$ cat src/rtl/brs_out_capture.sv
// brs_out_capture: captures bytes from the BRS 8-bit result bus into a small
// FIFO and re-transmits them as UART-style frames (start, 8 data LSB first,
// optional even parity, stop) on a single idle-high pin.
// Optional feature macro: BRS_CAP_PARITY_EN adds an even-parity bit between
// the last data bit and the stop bit.
module brs_out_capture #(
  parameter int DEPTH        = 8,
  parameter int CLKS_PER_BIT = 4
) (
  input  logic                     clk,
  input  logic                     rst_n,
  input  logic                     ena,
  input  logic [7:0]               cap_data,
  input  logic                     cap_valid,
  output logic                     tx,
  output logic                     busy,
  output logic [$clog2(DEPTH):0]   count,
  output logic                     overflow
);

  localparam int AW = $clog2(DEPTH);
  localparam int TW = (CLKS_PER_BIT > 1) ? $clog2(CLKS_PER_BIT) : 1;
  localparam logic [TW-1:0] T_LAST   = TW'(CLKS_PER_BIT - 1);
  localparam logic [AW:0]   FULL_CNT = (AW + 1)'(DEPTH);

  typedef enum logic [2:0] {
    S_IDLE,
    S_START,
    S_DATA,
    S_PARITY,
    S_STOP
  } state_t;

  // FIFO storage and pointers
  logic [7:0]    mem [DEPTH];
  logic [AW-1:0] wr_ptr;
  logic [AW-1:0] rd_ptr;

  // Serialiser state
  state_t        state;
  logic [TW-1:0] timer;
  logic [2:0]    bit_idx;
  logic [7:0]    shreg;
`ifdef BRS_CAP_PARITY_EN
  logic          parity_bit;
`endif

  logic       full;
  logic       empty;
  logic       push;
  logic       drop;
  logic       pop;
  logic       bit_end;
  logic [7:0] head;

  // Full is judged on the pre-edge occupancy, so a same-edge pop never
  // makes room for a push arriving while the FIFO is full.
  assign full    = (count == FULL_CNT);
  assign empty   = (count == '0);
  assign push    = cap_valid & ena & ~full;
  assign drop    = cap_valid & ena & full;
  assign bit_end = (timer == T_LAST);
  assign head    = mem[rd_ptr];

  // A new frame is loaded either from idle or straight out of a finished
  // stop bit, which is what gives back-to-back frames with no idle gap.
  assign pop = ena & ~empty &
               ((state == S_IDLE) | ((state == S_STOP) & bit_end));

  // Byte storage; no reset so it can map onto RAM resources
  always_ff @(posedge clk) begin
    if (push) begin
      mem[wr_ptr] <= cap_data;
    end
  end

  // Pointer and occupancy bookkeeping
  always_ff @(posedge clk or negedge rst_n) begin
    if (!rst_n) begin
      wr_ptr <= '0;
      rd_ptr <= '0;
      count  <= '0;
    end else begin
      if (push) begin
        wr_ptr <= wr_ptr + AW'(1);
      end
      if (pop) begin
        rd_ptr <= rd_ptr + AW'(1);
      end
      case ({push, pop})
        2'b10:   count <= count + (AW + 1)'(1);
        2'b01:   count <= count - (AW + 1)'(1);
        default: count <= count;
      endcase
    end
  end

  // Sticky drop flag, cleared only by reset
  always_ff @(posedge clk or negedge rst_n) begin
    if (!rst_n) begin
      overflow <= 1'b0;
    end else if (drop) begin
      overflow <= 1'b1;
    end
  end

  // Frame serialiser; tx and busy come straight from flops
  always_ff @(posedge clk or negedge rst_n) begin
    if (!rst_n) begin
      state      <= S_IDLE;
      timer      <= '0;
      bit_idx    <= '0;
      shreg      <= '0;
`ifdef BRS_CAP_PARITY_EN
      parity_bit <= 1'b0;
`endif
      tx         <= 1'b1;
      busy       <= 1'b0;
    end else begin
      case (state)
        S_IDLE: begin
          tx    <= 1'b1;
          busy  <= 1'b0;
          timer <= '0;
          if (pop) begin
            shreg      <= head;
`ifdef BRS_CAP_PARITY_EN
            parity_bit <= ^head;
`endif
            tx         <= 1'b0;
            busy       <= 1'b1;
            state      <= S_START;
          end
        end

        S_START: begin
          if (bit_end) begin
            timer   <= '0;
            bit_idx <= '0;
            tx      <= shreg[0];
            state   <= S_DATA;
          end else begin
            timer <= timer + TW'(1);
          end
        end

        S_DATA: begin
          if (bit_end) begin
            timer <= '0;
            if (bit_idx == 3'd7) begin
`ifdef BRS_CAP_PARITY_EN
              tx    <= parity_bit;
              state <= S_PARITY;
`else
              tx    <= 1'b1;
              state <= S_STOP;
`endif
            end else begin
              // Shift the next bit down; old shreg[1] becomes the new LSB
              bit_idx <= bit_idx + 3'd1;
              shreg   <= shreg >> 1;
              tx      <= shreg[1];
            end
          end else begin
            timer <= timer + TW'(1);
          end
        end

        S_PARITY: begin
          if (bit_end) begin
            timer <= '0;
            tx    <= 1'b1;
            state <= S_STOP;
          end else begin
            timer <= timer + TW'(1);
          end
        end

        S_STOP: begin
          if (bit_end) begin
            timer <= '0;
            if (pop) begin
              shreg      <= head;
`ifdef BRS_CAP_PARITY_EN
              parity_bit <= ^head;
`endif
              tx         <= 1'b0;
              state      <= S_START;
            end else begin
              tx    <= 1'b1;
              busy  <= 1'b0;
              state <= S_IDLE;
            end
          end else begin
            timer <= timer + TW'(1);
          end
        end

        default: begin
          state <= S_IDLE;
          tx    <= 1'b1;
          busy  <= 1'b0;
          timer <= '0;
        end
      endcase
    end
  end

endmodule

$ cat config.mk
export PLATFORM = sky130hd
export DESIGN_NAME = brs_out_capture
export DESIGN_NICKNAME = d
export VERILOG_FILES = /design/src/rtl/brs_out_capture.sv
export SDC_FILE = /design/constraint.sdc
export NUM_CORES = 1
export LEC_CHECK = 0
export ABC_AREA = 1
export CAP_MARGIN = 20
export CELL_PAD_IN_SITES_DETAIL_PLACEMENT = 0
export CELL_PAD_IN_SITES_GLOBAL_PLACEMENT = 2
export CORE_MARGIN = 4
export CORE_UTILIZATION = 35
export DETAILED_ROUTE_END_ITERATION = 10
export PLACE_DENSITY = 0.8
export SLEW_MARGIN = 5
export SYNTH_ARGS = -nofsm -noshare
export SYNTH_HDL_FRONTEND = slang
export SYNTH_SLANG_ARGS = --single-unit
$ cat constraint.sdc
create_clock -name clk -period 2.22 [get_ports clk]
set_input_delay 0.333 -clock clk [delete_from_list [all_inputs] [get_ports clk]]
set_output_delay 0.333 -clock clk [all_outputs]
set_load 0.01 [all_outputs]
==> impl_metrics.yaml <==
setup_path:
  slowest_stage: "dfrtp_1"
  crit_arrival_ps: 2320
  critPathBufInv: 1
  slowest_delay_ps: 420
  rrSetupSlack_ps: 120
  startpoint_type: "flip-flop"
  crit_type: "flip-flop to flip-flop"
  path_delay_family: "adder cells"
  cp_max_fo: 3
  end_kind: "flip-flop"
  crit_required_ps: 2440
  path_cells: "ha_4 -> nor2_4 -> nor2_4 -> nand3_4 -> inv_1 -> ha_1 -> xor2_1 -> ha_1 -> a21o_1 -> or2_2 -> nand3_1 -> o21ai_0"
cells_and_area:
  postLayoutCellArea_mm2: 0.004941
  fillerInstances: 1108
  diodes: 0
  syn_to_final_growth_pct: 19.34
  final_cell_mix: "nand2_1 (124), edfxtp_1 (64), nand3_1 (62)"
  final_layout_size_suffix_gt1_share_pct: 14.60
  nets: 469
  final_common_cell: "nand2_1"
pwr:
  irDropWorstVdd_v: 0.0006231
  power_density_mw_per_mm2: 1284
  leakage_nw: 2.090
clock_network:
  clk_path_buf_depth: 2
  clock-sinks: 93
  clk_latency_ps: 340
  clkTransAtPathRegs_ps: 60
  cts_buffers: 9
  cts_tree: "yes"
  root_buffer: "clkbuf_16"
  htree_levels: 3
yosys:
  synth.cell_area_mm2: 0.004140
  ys_types: 32
  ys_ff_latch: 93
  synthesis.nets: 427
  async_flop_share_pct: 31.18
  syn_inst: 407
  synth_ff_type: "edfxtp_1"
  synth-seq-area-share_pct: 63.98
  synth_edf_count: 64
  yosysWarnings: 0
  synth.avg_cell_area_um2: 10.17
die:
  dieArea_mm2: 0.01363
  fp.dieW_um: 116.8
  rows: 39
  core_region_area_mm2: 0.01152
  die_h_um: 116.8
  num_io_pins: 19
  start_util_pct: 35.95
sta:
  slew_headroom_pct: 56.85
  setup_viol: 0
  grt_setup_unrepaired: "false"
  hold_viol_final: 0
  slew_violations: 0
  clock_skew_ps: 7.113
  min_period_ps: 2099
  tns_ps: 0
  fin_crit_sh_pct: 94.53
  max_slew.worst_pin.slew_ps: 646.5
  worst_slack_ps: 121.4
  fmax_ghz: 0.4765
placed_design:
  dp_hpwl_mm: 5.682
  portBuffers: 18
  gp_congestion: 0.7698
  pre_cts_ws_ps: -152.5
  postPlaceCellArea_mm2: 0.004619
drt:
  postRouteAntennaNets: 0
  dr.pass1.iters: 4
  drc_errors: 0
  viasPerCell: 4.711
  vias: 2803
  wl_mm: 8.446
  routedWlPerCell_um: 14.19
  drt_iter0_drc: 151
worst_hold_path:
  hold_class: "input pin to async pin"
global_route:
  grt_first_pass_wirelength_mm: 14.35
  grt_usage_pct: 14.00
  grt_start_max_net_pins: 34
  overflow: 0
  grt_antenna_before_repair: 0
  grt_pass1_vias: 2853
status:
  status: "completed"
run:
  maxCapViolCount: 0
## cells in the mapped netlist, drive strengths merged (3+ instances only)
cell	number	area, um^2
xor2	4	35.03
nand4	4	25.02
a21oi	3	18.77
clkbuf	3	11.26
dfrtp	28	700.7
nand3	64	337.8
nor2	38	165.2
nand2	129	504.2
edfxtp	64	1922
buf	10	56.30
ha	8	100.1
o21ai	9	45.04
inv	31	116.4
## flip-flops by register name (all words and copies together) (netlist names)
register and cells:
wr_ptr 3, rd_ptr 3, bit_idx 3, shreg 8
count 4, overflow 1, busy 1, tx 1
state 3, mem 64, timer 2
## report_power, final
part	internal, mW	leakage [nW]	total [mW]	switching [mW]
clock	0.865	0.138	1.49	0.624
combinational	0.936	1.02	2.49	1.56
sequential	2.19	0.932	2.36	0.173
total	3.99	2.09	6.35	2.35
## what timing repair did
item                                    CTS  global route
setup buffers                             0             1
hold buffers                              0             0
endpoints found under the setup margin    1             1
gates resized for setup                   1             7
pin swaps                                 0             1
## path summary, 6_finish.rpt
path                            cells after the start                endpoint                 start
worst min-delay path                                2  bit_idx[0]$_DFFE_PN0P_                 rst_n
min in group clk                                    1    overflow$_DFFE_PN0P_  overflow$_DFFE_PN0P_
worst min register to register                      1    overflow$_DFFE_PN0P_  overflow$_DFFE_PN0P_
worst max register to register                     12    count[2]$_DFFE_PN0P_    timer[0]$_DFF_PN0_
max in group asynchronous                           2          tx$_DFFE_PN1P_                 rst_n
worst max-delay path                               12    count[2]$_DFFE_PN0P_    timer[0]$_DFF_PN0_
## kinds of logic after synthesis
group	share of synthesized area [%]
AO/OA/AOI/OAI	2.780
AND/OR/NAND/NOR	25.23
adder cells (fa/ha/maj)	2.418
flip-flops	63.98
XOR/XNOR	1.058
buffers and inverters	4.533
## worst reg2reg max path: cells and delay by family, from the launching register on
kind | cells | cell delay (ps)
AOI/OAI and AO/OA | 2 | 230
xor gates and xnor gates | 1 | 160
adders and majority gates | 3 | 590
buffers and inverters | 1 | 50
DFF | 1 | 420
and+or+nand+nor | 5 | 530
## layer usage
layer,global-route usage [%],vias to the layer above,part of all wire [%]
met1,18.27,1311,46
met5,0,-,0
li1,-,1439,-
met3,3.057,9,3.4
met2,22.90,44,49
met4,5.275,0,1.1
## per-stage QoR
stage	power (mW)	std cells	hold WS (ps)	utilization, %
floorplan	4.071	407	37.41	-
global placement	4.854	580	418.9	40.11
detailed placement	4.881	580	445.4	40.11
finish	6.346	595	377.9	42.91
CTS	6.389	594	390.0	42.61
global route	6.889	595	416.1	42.91
## final cells by class
type	instances	area (um^2)	area share (%)
Clock buffer	9	225.2	4.558
Clock inverter	5	60.06	1.215
Inverter	32	120.1	2.431
Multi-Input combinational cell	269	1331	26.94
Sequential cell	93	2650	53.63
Tap cell	143	178.9	3.621
Timing Repair Buffer	44	375.4	7.597
Note: power is estimated with default switching activity, not from simulation.
